**config.mk**
```make
export PLATFORM = sky130hd
export DESIGN_NAME = iiitb_freqmeas
export DESIGN_NICKNAME = d
export VERILOG_FILES = /design/src/rtl/iiitb_freqmeas_pkg.sv /design/src/rtl/iiitb_sync_edge.sv /design/src/rtl/iiitb_freqmeas.sv
export SDC_FILE = /design/constraint.sdc
export NUM_CORES = 1
export LEC_CHECK = 0
export ABC_AREA = 1
export BUFFER_PORTS_ARGS = -buffer_cell sky130_fd_sc_hd__buf_2
export CORE_MARGIN = 4
export CORE_UTILIZATION = 35
export DETAILED_ROUTE_END_ITERATION = 8
export PLACE_DENSITY = 0.54
export SYNTH_ARGS = -nofsm -noshare
export SYNTH_HDL_FRONTEND = slang
export SYNTH_HIERARCHICAL = 1
export SYNTH_SLANG_ARGS = --single-unit
```
**constraint.sdc**
```tcl
create_clock -name clkin -period 1.5 [get_ports clkin]
set_input_delay 0.3 -clock clkin [delete_from_list [all_inputs] [get_ports clkin]]
set_output_delay 0.3 -clock clkin [all_outputs]
set_load 0.02 [all_outputs]
```
**src/rtl/iiitb_freqmeas_pkg.sv**
```systemverilog
// Shared state encoding, default sizing and count saturation for the
// iiitb_freqmeas divided-clock monitor.
package iiitb_freqmeas_pkg;

  typedef enum logic [1:0] {
    IDLE      = 2'd0,
    WAIT_EDGE = 2'd1,
    MEASURE   = 2'd2
  } state_t;

  localparam int DEF_W           = 4;
  localparam int DEF_SYNC_STAGES = 2;
  localparam int DEF_LOCK_CNT    = 4;
  localparam int DEF_TIMEOUT     = 31;

  // Clamp a count to the largest value representable in w bits.
  function automatic int sat_to_w(input int v, input int w);
    int lim;
    lim = (1 << w) - 1;
    return (v > lim) ? lim : v;
  endfunction

endpackage

```
**src/rtl/iiitb_sync_edge.sv**
```systemverilog
// Multi-flop synchroniser for an asynchronous level plus a registered
// rising-edge strobe; q and rise both describe the same delayed sample.
module iiitb_sync_edge
  import iiitb_freqmeas_pkg::*;
#(
  parameter int SYNC_STAGES = DEF_SYNC_STAGES  // at least 2
) (
  input  logic clkin,
  input  logic rstn,
  input  logic d,
  output logic q,
  output logic rise
);

  logic [SYNC_STAGES-1:0] sync_p0;
  logic                   s_d_p1;
  logic                   rise_p1;

  always_ff @(posedge clkin or negedge rstn) begin
    if (!rstn) begin
      sync_p0 <= '0;
      s_d_p1  <= 1'b0;
      rise_p1 <= 1'b0;
    end else begin
      sync_p0 <= {sync_p0[SYNC_STAGES-2:0], d};
      // edge stage: history flop and strobe register update together
      s_d_p1  <= sync_p0[SYNC_STAGES-1];
      rise_p1 <= sync_p0[SYNC_STAGES-1] & ~s_d_p1;
    end
  end

  assign q    = s_d_p1;
  assign rise = rise_p1;

endmodule

```
**src/rtl/iiitb_freqmeas.sv**
```systemverilog
// Measures period and high-time of a divided clock in clkin cycles, checks the
// period against an expected ratio, tracks lock and flags a stuck input.
module iiitb_freqmeas
  import iiitb_freqmeas_pkg::*;
#(
  parameter int W           = DEF_W,
  parameter int SYNC_STAGES = DEF_SYNC_STAGES,
  parameter int LOCK_CNT    = DEF_LOCK_CNT,
  parameter int TIMEOUT     = DEF_TIMEOUT
) (
  input  logic         clkin,
  input  logic         rstn,
  input  logic         en,
  input  logic [W-1:0] n,
  input  logic         sig_in,
  output logic [W-1:0] period,
  output logic [W-1:0] high_cnt,
  output logic         meas_valid,
  output logic         match,
  output logic         locked,
  output logic         stuck
);

  localparam int         MCW = $clog2(LOCK_CNT + 1);
  localparam logic [W:0] TMO = (W+1)'(TIMEOUT);
  localparam logic [W:0] ONE = (W+1)'(1);

  state_t         state, state_nxt;
  logic [W:0]     cnt, hcnt;
  logic [MCW-1:0] match_cnt;
  logic           s, rise, timeout, hit;

  iiitb_sync_edge #(.SYNC_STAGES(SYNC_STAGES)) u_sync (
    .clkin (clkin),
    .rstn  (rstn),
    .d     (sig_in),
    .q     (s),
    .rise  (rise)
  );

  assign timeout = (cnt == TMO);
  assign hit     = (cnt == {1'b0, n}) && (n >= W'(2));

  always_ff @(posedge clkin or negedge rstn) begin
    if (!rstn) state <= IDLE;
    else       state <= state_nxt;
  end

  // disable wins over an edge, and an edge wins over the timeout
  always_comb begin
    state_nxt = state;
    unique case (state)
      IDLE:              if (en) state_nxt = WAIT_EDGE;
      WAIT_EDGE, MEASURE: begin
        if (!en)          state_nxt = IDLE;
        else if (rise)    state_nxt = MEASURE;
        else if (timeout) state_nxt = WAIT_EDGE;
      end
      default:           state_nxt = IDLE;
    endcase
  end

  always_ff @(posedge clkin or negedge rstn) begin
    if (!rstn) begin
      cnt        <= '0;
      hcnt       <= '0;
      match_cnt  <= '0;
      period     <= '0;
      high_cnt   <= '0;
      meas_valid <= 1'b0;
      match      <= 1'b0;
      locked     <= 1'b0;
      stuck      <= 1'b0;
    end else begin
      meas_valid <= 1'b0;
      if (state == IDLE) begin
        cnt       <= '0;
        hcnt      <= '0;
        match_cnt <= '0;
      end else if (!en) begin
        cnt       <= '0;
        hcnt      <= '0;
        match_cnt <= '0;
        locked    <= 1'b0;
        stuck     <= 1'b0;
        match     <= 1'b0;
      end else if (rise) begin
        cnt   <= ONE;
        hcnt  <= ONE;
        stuck <= 1'b0;
        // the first edge after WAIT_EDGE only opens a window
        if (state == MEASURE) begin
          period     <= W'(sat_to_w(int'(cnt), W));
          high_cnt   <= W'(sat_to_w(int'(hcnt), W));
          meas_valid <= 1'b1;
          match      <= hit;
          if (!hit) begin
            match_cnt <= '0;
            locked    <= 1'b0;
          end else if (int'(match_cnt) + 1 >= LOCK_CNT) begin
            match_cnt <= MCW'(LOCK_CNT);
            locked    <= 1'b1;
          end else begin
            match_cnt <= match_cnt + MCW'(1);
          end
        end
      end else if (timeout) begin
        stuck     <= 1'b1;
        locked    <= 1'b0;
        match_cnt <= '0;
      end else begin
        cnt  <= cnt + ONE;
        hcnt <= hcnt + {{W{1'b0}}, s};
      end
    end
  end

endmodule

```
Word-level counts from Yosys, hierarchy flattened:

Cells that the tools add are included.

* register bits after elaboration: 31
* output and inout port bits: 12
* logic and storage cells: 85

* $add $sub $neg: 4
* magnitude comparators: 4
* eq/ne operators: 14
* muxes and demuxes: 38
* bitwise logic cells: 3
* reductions and logical operators: 9

Operators with widths (number)
* $mux 5: 8
* $mux 3: 7
* $mux 1: 16
* $gt 5x4->1 const B: 2
* $mux 2: 4
* $mux 4: 2
* $ne 4x4->1 const B: 2
* $reduce_and 4->1: 2
* $reduce_and 2->1: 3
* $add 5x1->5: 1
* $add 5x1->5 const B: 1
* $eq 5x4->1: 1
* $eq 5x5->1 const B: 1
* $add 3x1->4 const B: 1
* $ge 4x2->1 const B: 1
* $ge 4x3->1 const B: 1
* $ne 2x1->1 const B: 2
* $ne 4x1->1 const B: 1
* $ne 4x2->1 const B: 1
* $ne 4x3->1 const B: 1
* $pmux 2 s2: 1
* $add 3x1->3 const B: 1
* $ne 3x1->1 const B: 1
* $ne 3x3->1 const B: 1
* 9 further kinds: 10

Longest topological paths before layout:

Gate-level depths: netlist of run 1.

* depth in word-level cells: 8
* depth in mapped cells: 12
* mapped depth without buffers: 12

Modules after synthesis:

The synthesis of run 1 kept the hierarchy.

By module, submodules not included
* iiitb_freqmeas: times used 1, cells each 174, area an instance 1485.2 µm², seq. area each 675.6 µm²
* iiitb_sync_edge: times used 1, cells each 6, area an instance 110.1 µm², seq. area each 100.1 µm²

Least setup slack after synthesis of run 1:

OpenSTA, ideal clock, no wires.

* path type: reg-to-reg
* start point: reg cnt[0]
* end point: reg match_cnt[2]
* library setup time: 0.065 ns
* arrival: 1.540 ns
* data required time: 1.435 ns
* path slack: -0.105 ns
* stages on the path, launching flop included: 13
* buffers on the path: 0
* period minus slack after synthesis: 1.605 ns
* cell sequence: dfrtp_1 > ha_1 > nand2_1 > nor2_1 > ha_1 > inv_2 > nand2_1 > nand2_1 > nor2_4 > clkinv_1 > a21oi_1 > nand2_1 > nand2_1

* longest elaborated chain between the ends: 7
* elaborated cells on any way between the ends: 10
* those cells by class: eq/ne (3); mux (5); reduce/logical (2)

Ends and longest elaborated chain
* from (decl): line iiitb_freqmeas.sv:29 `logic [W:0] cnt, hcnt;`
* from (signal assigned): line iiitb_freqmeas.sv:112 `cnt <= cnt + ONE;`
* $eq 5x4->1: line iiitb_freqmeas.sv:42 `assign hit = (cnt == {1'b0, n}) && (n >= W'(2));`
* $logic_and 1x1->1: line iiitb_freqmeas.sv:42
* $mux 3: line iiitb_freqmeas.sv:97 `if (!hit) begin`
* $mux 3: line iiitb_freqmeas.sv:92 `if (state == MEASURE) begin`
* $mux 3: line iiitb_freqmeas.sv:87 `end else if (rise) begin`
* $mux 3: line iiitb_freqmeas.sv:80 `end else if (!en) begin`
* $mux 3: line iiitb_freqmeas.sv:76 `if (state == IDLE) begin`
* to (signal assigned): line iiitb_freqmeas.sv:101 `match_cnt <= MCW'(LOCK_CNT);`
* to (signal assigned): line iiitb_freqmeas.sv:104 `match_cnt <= match_cnt + MCW'(1);`
* to (decl): line iiitb_freqmeas.sv:30 `logic [MCW-1:0] match_cnt;`

Parallel ways exist; a longest one is shown, timed or not. The select of a mux whose other input is x is not followed.
A chain may end at the register's enable or synchronous reset.

Worst setup path after layout of run 1:

* start point: reg cnt[1]
* end point: reg match_cnt[2]

Same word-level chain as after synthesis.

==> flow_summary.ini, run 1 <==
[run_status]
outcome = complete, but fails checks
violations = setup timing

[placed_design]
pre_cts_ws_ns = -0.110
dp_hpwl_um = 2550
gp_congestion = 0.789
place_area_sq_um = 1870
portBuffers = 19

[detailed_routing]
remaining_drc_errors = 0
drtAntennaViolNets = 0
vias = 1265
drt-pass1-iter-count = 4
post_drt_wl_per_cell_um = 12.1
drtIter0Drc = 75
viasPerCell = 4.60
wl_um = 3330

[setup_path]
critPathMaxStageDelay_ns = 0.35
cp_top_family = simple AND/OR/NAND/NOR gates
worstPathArrival_ns = 1.80
cp.required_ns = 1.72
r2r-start = cnt[1]
r2r-end = match_cnt[2]
cp-start-kind = register
critical_path_buf_inv_count = 2
rrSetupSlack_ns = -0.08
crit_type = register to register
end_kind = register
path_max_fanout = 4
crit_slowest_cell = dfrtp_1
critical_path.cell_chain = ha_2, nand2_2, nor2_4, ha_4, inv_4, nand2_4, nand2_4, nor2_4, clkinv_2, a21oi_2, nand2_1, nand2_1
startpoint = cnt[1]
rr_worst_depth = 12

[sta]
slew_headroom_pct = 77.4
max_freq_ghz = 0.632
finalSetupViolations = 15
drv_slew = 0
worst_pin_slew_ns = 0.339
fin_crit_ns = 1.58
fin_skew_ns = 0.00737
fin_crit_sh_pct = 105
hold_violations = 0
fin_hold_ws_ns = 0.118
rsz0062_at_grt = true
postLayoutSetupSlackWorst_ns = -0.0814

[die]
die_h_um = 75.5
die_x_um = 75.5
start_util_pct = 36.4
core-area_sq_um = 4380
pin_count = 20
fp.dieArea_sq_um = 5700
row_count = 24

[logic_synthesis]
synth_edf_count = 0
yosys_warnings = 6
synth-compound-area-share_pct = 11.8
ys_seq_elements = 31
yosys_most_used_dff = dfrtp_1
syn_area_sq_um = 1600
yosys-top-cells-count = 38 x nand2_1, 31 x dfrtp_1, 18 x inv_1, 16 x nor2_1, 9 x ha_1
ys_types = 26
synth_top_area_share_pct = 48.6
synth_fa_ha_area_share_pct = 7.06
synth_area_leaders = dfrtp_1 49%, nand2_1 8.9%, ha_1 7.1%, inv_1 4.2%, nor2_1 3.8%
syn_nets = 197
synth_simple_gate_area_share_pct = 22.5
synth.avg_cell_area_sq_um = 8.86
synth_mux_area_share_pct = 0
synth_most_common_cell = nand2_1
ys_seq_area_share_pct = 48.6
synthArstFlopShare_pct = 100
synth_top_family_by_area = simple AND/OR/NAND/NOR gates
synthXorXnorAreaFrac_pct = 2.75
synth_cells = 180
synth_area_leader_cell = dfrtp_1

[worst_hold_path]
hp-start = sig_in
hp-class = input port to register
hold_path_depth = 1
whs_endpoint = u_sync/sync_p0[0]

[clock_tree]
cts-root-buf = clkbuf_8
cts_tree = done
clock_latency_ns = 0.28
cts_buffers = 5
cts.path.max_buffers = 2
clkSinkCount = 31
htree_levels = 2
path_clk_slew_ns = 0.07

[flow_run]
maxCapViolations = 0

[global_route]
antenna_found_initial = 0
grtUsageTotal_pct = 13.8
grt_pass1_vias = 1305
overflow = 0
grt_first_pass_wirelength_um = 5900
grt_max_degree = 19

[final_layout]
antennaDiodeCount = 0
area_delta_synth_final_pct = 27.6
drive_gt1_share_pct = 35.0
fin_nets = 239
fin_util_pct = 46.4
postLayoutCellArea_sq_um = 2040

[power]
power_density_nw_per_um2 = 1290
leakage_nw = 1.01
peakVddDrop_v = 0.000505
## registers in the layout (all words and copies together), names as in the netlist, 2 cells and up
signal,flops
high_cnt,4
cnt,5
match_cnt,3
state,2
hcnt,5
period,4
u_sync/sync_p0,2
## cells in the final DEF, fill, tap and decap left out, drive strengths merged
cell,count
nand2,40
buf,35
dfrtp,31
inv,25
nor2,25
o21ai,11
nand3,9
ha,9
a31oi,7
o22ai,6
a21oi,6
clkbuf,6
xnor2,3
xor2,2
o21bai,2
clkinv,2
nor3,2
clkinvlp,1
dlygate4sd3,1
## cells by family (layout without fill, tap and decap cells)
family / count (synthesis) / count (layout)
compound gates: 32 / 32
xor+xnor: 5 / 5
buf+inv: 28 / 70
flops: 31 / 31
fa+ha+maj: 9 / 9
simple gates: 75 / 76
## how the worst max path moves through the flow
stage | cells past startpoint | slack, ns | to
floorplan | 12 | -0.06 | match_cnt[2]
global placement | 8 | -0.07 | cnt[2]
detailed placement | 8 | -0.11 | hcnt[2]
global route | 12 | -0.18 | match_cnt[2]
finish | 12 | -0.08 | match_cnt[2]
CTS | 12 | -0.06 | match_cnt[2]
## where the power goes
group	internal, W	switching (W)
Clock	0.000323	0.000308
Combinational	0.000370	0.000562
Sequential	0.000987	0.0000808
Total	0.00168	0.000951
## per-stage QoR
| stage | TNS, ns | cells | total power (W) |
|---|---|---|---|
| after floorplan | -0.100 | 180 | 0.00166 |
| after global placement | -0.574 | 263 | 0.00197 |
| after detailed placement | -0.810 | 263 | 0.00197 |
| after CTS | -0.226 | 273 | 0.00265 |
| after global routing | -2.80 | 275 | 0.00282 |
| final | -0.611 | 275 | 0.00263 |
## layer usage
layer	up-vias	part of all wire, %	GRT usage (%)
met5	-	0	0
met4	0	1.4	5.83
met3	4	3.1	3.96
met2	12	48	22.1
met1	583	47	17.6
li1	666	-	-
## timing repair
item	CTS	global route
gates cloned	1	0
setup buffers	0	2
endpoints found under the hold margin	13	0
hold buffers	1	0
pin swaps	0	8
gates resized for setup	6	10
endpoints found under the setup margin	13	26
## final cells by class
| type | count | area, sq um |
|---|---|---|
| Fill cell | 437 | 2350 |
| Sequential cell | 31 | 776 |
| Multi-Input combinational cell | 122 | 771 |
| Timing Repair Buffer | 36 | 238 |
| Inverter | 26 | 101 |
| Clock buffer | 6 | 72.6 |
| Tap cell | 52 | 65.1 |
| Clock inverter | 2 | 12.5 |
Note: power is estimated with default switching activity, not from simulation.
==> run 2, diff against run 1 <==
CTS_BUF_LIST = sky130_fd_sc_hd__clkbuf_16   (was unset)
==> run 2 against run 1 <==
Effect of this change: the flow still finishes with violations (setup timing); largest power group unchanged; power is 13% higher; first-iteration DRC count is 11% lower; combinational power is 1% higher; critical path type unchanged; worst setup slack better by 0.020 ns.
==> flow_summary.ini, run 2 (synthesis gave the netlist of run 1 again) <==
[clock_tree]
htree_levels = 2
cts_tree = done
cts.path.max_buffers = 2
clkSinkCount = 31
clock_latency_ns = 0.27
path_clk_slew_ns = 0.05
cts_buffers = 5
cts-root-buf = clkbuf_16

[die]
pin_count = 20
die_h_um = 75.5
core-area_sq_um = 4380
row_count = 24
start_util_pct = 36.4
die_x_um = 75.5
fp.dieArea_sq_um = 5700

[setup_path]
r2r-end = match_cnt[2]
cp-start-kind = register
end_kind = register
crit_cells = 12
cp_top_family = simple AND/OR/NAND/NOR gates
crit_end = match_cnt[2]
worstPathArrival_ns = 1.77
cp.required_ns = 1.71
startpoint = cnt[1]
r2r-start = cnt[1]
crit_type = register to register
path_max_fanout = 4
critical_path_buf_inv_count = 2
crit_slowest_cell = dfrtp_1
rr_worst_depth = 12
rrSetupSlack_ns = -0.06
critical_path.cell_chain = ha_2, nand2_2, nor2_4, ha_4, inv_4, nand2_4, nand2_4, nor2_4, clkinv_2, a21oi_2, nand2_1, nand2_1
critPathMaxStageDelay_ns = 0.35

[final_layout]
final_common_cell = nand2_1
reg_top3 = cnt (5), hcnt (5)
drive_gt1_share_pct = 34.7
antennaDiodeCount = 0
area_delta_synth_final_pct = 31.3
fin_nets = 238
fill_cells = 433
final_cell_mix = 32 x nand2_1, 31 x dfrtp_1, 19 x inv_1, 19 x buf_2
fin_util_pct = 47.8

[global_route]
grt_first_pass_wirelength_um = 5880
grt_pass1_vias = 1295
overflow = 0
grtUsageTotal_pct = 13.8
grt_max_degree = 19
antenna_found_initial = 0

[power]
pwr-share-comb_pct = 31.7
leakage_nw = 1.05
p_sw_w = 0.00100
power_density_nw_per_um2 = 1420
p_clk_share_pct = 32.1
peakVddDrop_v = 0.000515
switching_share_pct = 33.9
p_int_w = 0.00196
power.total_w = 0.00296
p_seq_share_pct = 36.2

[worst_hold_path]
hp-class = input port to register

[sta]
worst_pin_slew_ns = 0.353
finalSetupViolations = 5
max_freq_ghz = 0.641
fin_skew_ns = 0.00513
fin_crit_ns = 1.56
drv_slew = 0
slew_headroom_pct = 76.4
hold_violations = 0
rsz0062_at_grt = true
fin_crit_sh_pct = 104
postLayoutSetupSlackWorst_ns = -0.0611

[run_status]
outcome = complete, but fails checks
violations = setup timing

[detailed_routing]
wl_um = 3450
drtAntennaViolNets = 0
post_drt_wl_per_cell_um = 12.6
vias = 1272
drtIter0Drc = 67
viasPerCell = 4.64
drt-pass1-iter-count = 4
remaining_drc_errors = 0

[placed_design]
dp_hpwl_um = 2550
portBuffers = 19
gp_congestion = 0.789

[flow_run]
maxCapViolations = 0
## run 2: per-stage QoR
stage	area, sq um	hold slack [ns]	TNS (ns)	std cells	setup WS [ns]
floorplan	1610	0.00441	-0.100	180	-0.0600
global placement	1870	0.231	-0.574	263	-0.0743
detailed placement	1870	0.232	-0.810	263	-0.110
CTS	2030	0.120	-0.445	272	-0.0560
global route	2090	0.119	-2.19	274	-0.173
finish	2090	0.129	-0.146	274	-0.0611
## run 2: layout make-up
type                    instances  area (sq um)  area share [%]
clock buffers                   5           125            5.97
clock inverters                 3          16.3           0.777
flip-flops and latches         31           776            37.0
inverters                      26           101            4.84
repair buffers                 35           230            11.0
well taps                      52          65.1            3.11
multi-input cells             122           781            37.3
## run 2: worst min path at each step
| stage | from | to | slack [ns] | depth (start not counted) |
|---|---|---|---|---|
| after detailed placement | rstn | hcnt[3] | 0.23 | 1 |
| final | sig_in | u_sync/sync_p0[0] | 0.13 | 1 |
| after floorplan | rstn | cnt[0] | 0.004 | 0 |
| after global placement | rstn | hcnt[3] | 0.23 | 1 |
| after global routing | sig_in | u_sync/sync_p0[0] | 0.12 | 1 |
| after CTS | sig_in | u_sync/sync_p0[0] | 0.12 | 1 |
## run 2: routing by layer
layer  part of all wire [%]  track usage [%]  vias to the layer above
met1                     47             17.4                      579
met2                     47             22.0                       17
met4                    1.9             6.41                        0
met3                    4.3             3.96                        7
li1                       -                -                      669
met5                      0                0                        -
## run 2: repair_timing
action,CTS,global route
resized for setup,3,13
setup endpoints to repair,13,26
pin swaps,0,10
gates cloned,0,1
buffers inserted,0,1
hold buffers,1,0
endpoints found under the hold margin,13,0
## run 2: power by group through the flow
stage	combinational, W	sequential [W]	clock, W
3_3_place_gp	0.000889	0.00108	0
2_1_floorplan	0.000443	0.00121	0
4_1_cts	0.000898	0.00107	0.000987
3_5_place_dp	0.000886	0.00109	0
6_report	0.000940	0.00107	0.000952
5_1_grt	0.00105	0.00109	0.00101
==> run 3, diff against run 2 <==
CELL_PAD_IN_SITES_DETAIL_PLACEMENT = 0   (was unset)
CELL_PAD_IN_SITES_GLOBAL_PLACEMENT = 1   (was unset)
PLACE_DENSITY = 0.67   (was 0.54)
==> run 3 against run 2 <==
Effect of this change: register-to-register slack better by 0.03 ns; the run still ends with setup timing left; highest routed layer unchanged; combinational power up 5.6%; clock power down 1%.
==> flow_summary.ini, run 3 (synthesis gave the netlist of run 1 again) <==
[run_status]
outcome = complete, but fails checks
violations = setup timing

[setup_path]
crit_slowest_cell = dfrtp_1
critical_path.cell_chain = ha_2, nand2_2, nor2_4, ha_4, inv_4, nor2_1, nand2_2, o22ai_1
path_common_cell = nand2_2
cp-start-kind = register
end_kind = register
path_max_fanout = 9
cp.required_ns = 1.69
crit_type = register to register
cp_top_family = simple AND/OR/NAND/NOR gates
critical_path_buf_inv_count = 1
critPathMaxStageDelay_ns = 0.35
worstPathArrival_ns = 1.73

[power]
p_seq_share_pct = 35.6
p_sw_w = 0.00103
leakage_nw = 1.07
switching_share_pct = 34.2
p_int_w = 0.00198
power_density_nw_per_um2 = 1400
pwr-share-comb_pct = 33.1
p_clk_share_pct = 31.4
peakVddDrop_v = 0.000828

[global_route]
grt_first_pass_wirelength_um = 6200
grt_max_degree = 18
grt_pass1_vias = 1357
overflow = 0
antenna_found_initial = 0
grtUsageTotal_pct = 14.6

[detailed_routing]
viasPerCell = 4.76
remaining_drc_errors = 0
post_drt_wl_per_cell_um = 13.4
drtIter0Drc = 121
drtAntennaViolNets = 0
vias = 1327
wl_um = 3740
drt-pass1-iter-count = 5

[die]
pin_count = 20
row_count = 24
die_h_um = 75.5
start_util_pct = 36.4
die_x_um = 75.5
core-area_sq_um = 4380
fp.dieArea_sq_um = 5700

[placed_design]
dp.cells = 263
dp_hpwl_um = 2640
gp_congestion = 0.860
portBuffers = 19
place_area_sq_um = 1870

[sta]
drv_slew = 0
postLayoutSetupSlackWorst_ns = -0.0356
hold_violations = 0
finalSetupViolations = 8
fin_crit_sh_pct = 102
fin_hold_ws_ns = 0.130
rsz0062_at_grt = true
slew_headroom_pct = 71.2
worst_pin_slew_ns = 0.432
max_freq_ghz = 0.651
fin_skew_ns = 0.00475
fin_crit_ns = 1.54
tns_ns = -0.209

[final_layout]
postLayoutCellArea_sq_um = 2140
final_common_cell = nand2_1
fill_cells = 425
reg_top3 = cnt (5), hcnt (5)
drive_gt1_share_pct = 37.0
antennaDiodeCount = 0
fin_cells = 279
regArea_sq_um = 776
multiInputGateArea_sq_um = 805
area_delta_synth_final_pct = 34.4
fin_nets = 243
final_cell_mix = 33 x nand2_1, 31 x dfrtp_1, 19 x inv_1, 19 x buf_2, 18 x buf_4

[clock_tree]
cts.path.max_buffers = 2
clkSinkCount = 31
cts_tree = done
cts_buffers = 5
cts-root-buf = clkbuf_16
path_clk_slew_ns = 0.05
clock_latency_ns = 0.28
htree_levels = 2

[worst_hold_path]
hp-class = input port to register

[flow_run]
maxCapViolations = 0
[run 3: power by group through the flow]
stage | logic [W] | clock network (W) | registers [W]
6_report | 0.000993 | 0.000942 | 0.00107
5_1_grt | 0.00110 | 0.00100 | 0.00109
4_1_cts | 0.000931 | 0.000966 | 0.00107
3_5_place_dp | 0.000898 | 0 | 0.00108
3_3_place_gp | 0.000888 | 0 | 0.00108
2_1_floorplan | 0.000443 | 0 | 0.00121
[run 3: metal layers]
| metal | track usage (%) | vias up | share of wire, % |
|---|---|---|---|
| met2 | 23.0 | 35 | 48 |
| li1 | - | 675 | - |
| met4 | 6.21 | 0 | 1.4 |
| met5 | 0 | - | 0 |
| met1 | 18.5 | 611 | 45 |
| met3 | 4.49 | 6 | 6.0 |
[run 3: what timing repair did]
item                       in CTS  in global routing
gates cloned                    0                  2
pin swaps                       6                  9
setup buffers                   3                  2
hold buffers                    1                  0
resized for setup               3                 18
hold endpoints to repair       15                  0
setup endpoints to repair      13                 26
[run 3: layout make-up]
type | count | share of cell area [%]
Sequential cell | 31 | 36.2
Inverter | 26 | 4.73
Tap cell | 52 | 3.03
Clock buffer | 5 | 5.83
Multi-Input combinational cell | 123 | 37.5
Clock inverter | 3 | 0.583
Timing Repair Buffer | 39 | 12.1
[run 3: path summary, 6_finish.rpt]
kind	startpoint	to	slack, ns	cells after the start
setup / recovery	cnt[1]	hcnt[4]	-0.04	8
hold / removal	sig_in	u_sync/sync_p0[0]	0.13	1
setup reg to reg	cnt[1]	hcnt[4]	-0.04	8
hold reg to reg	u_sync/sync_p0[0]	u_sync/sync_p0[1]	0.35	0
max in group asynchronous	rstn	match_cnt[2]	0.57	3
min in group asynchronous	rstn	high_cnt[3]	0.50	2
[run 3: per-stage QoR]
stage          util, %  setup slack (ns)  power (W)
5_1_grt           48.9            -0.169    0.00319
6_report          48.9           -0.0356    0.00300
2_1_floorplan        -           -0.0600    0.00166
3_3_place_gp      42.6           -0.0752    0.00196
3_5_place_dp      42.6            -0.140    0.00198
4_1_cts           46.6            -0.120    0.00297
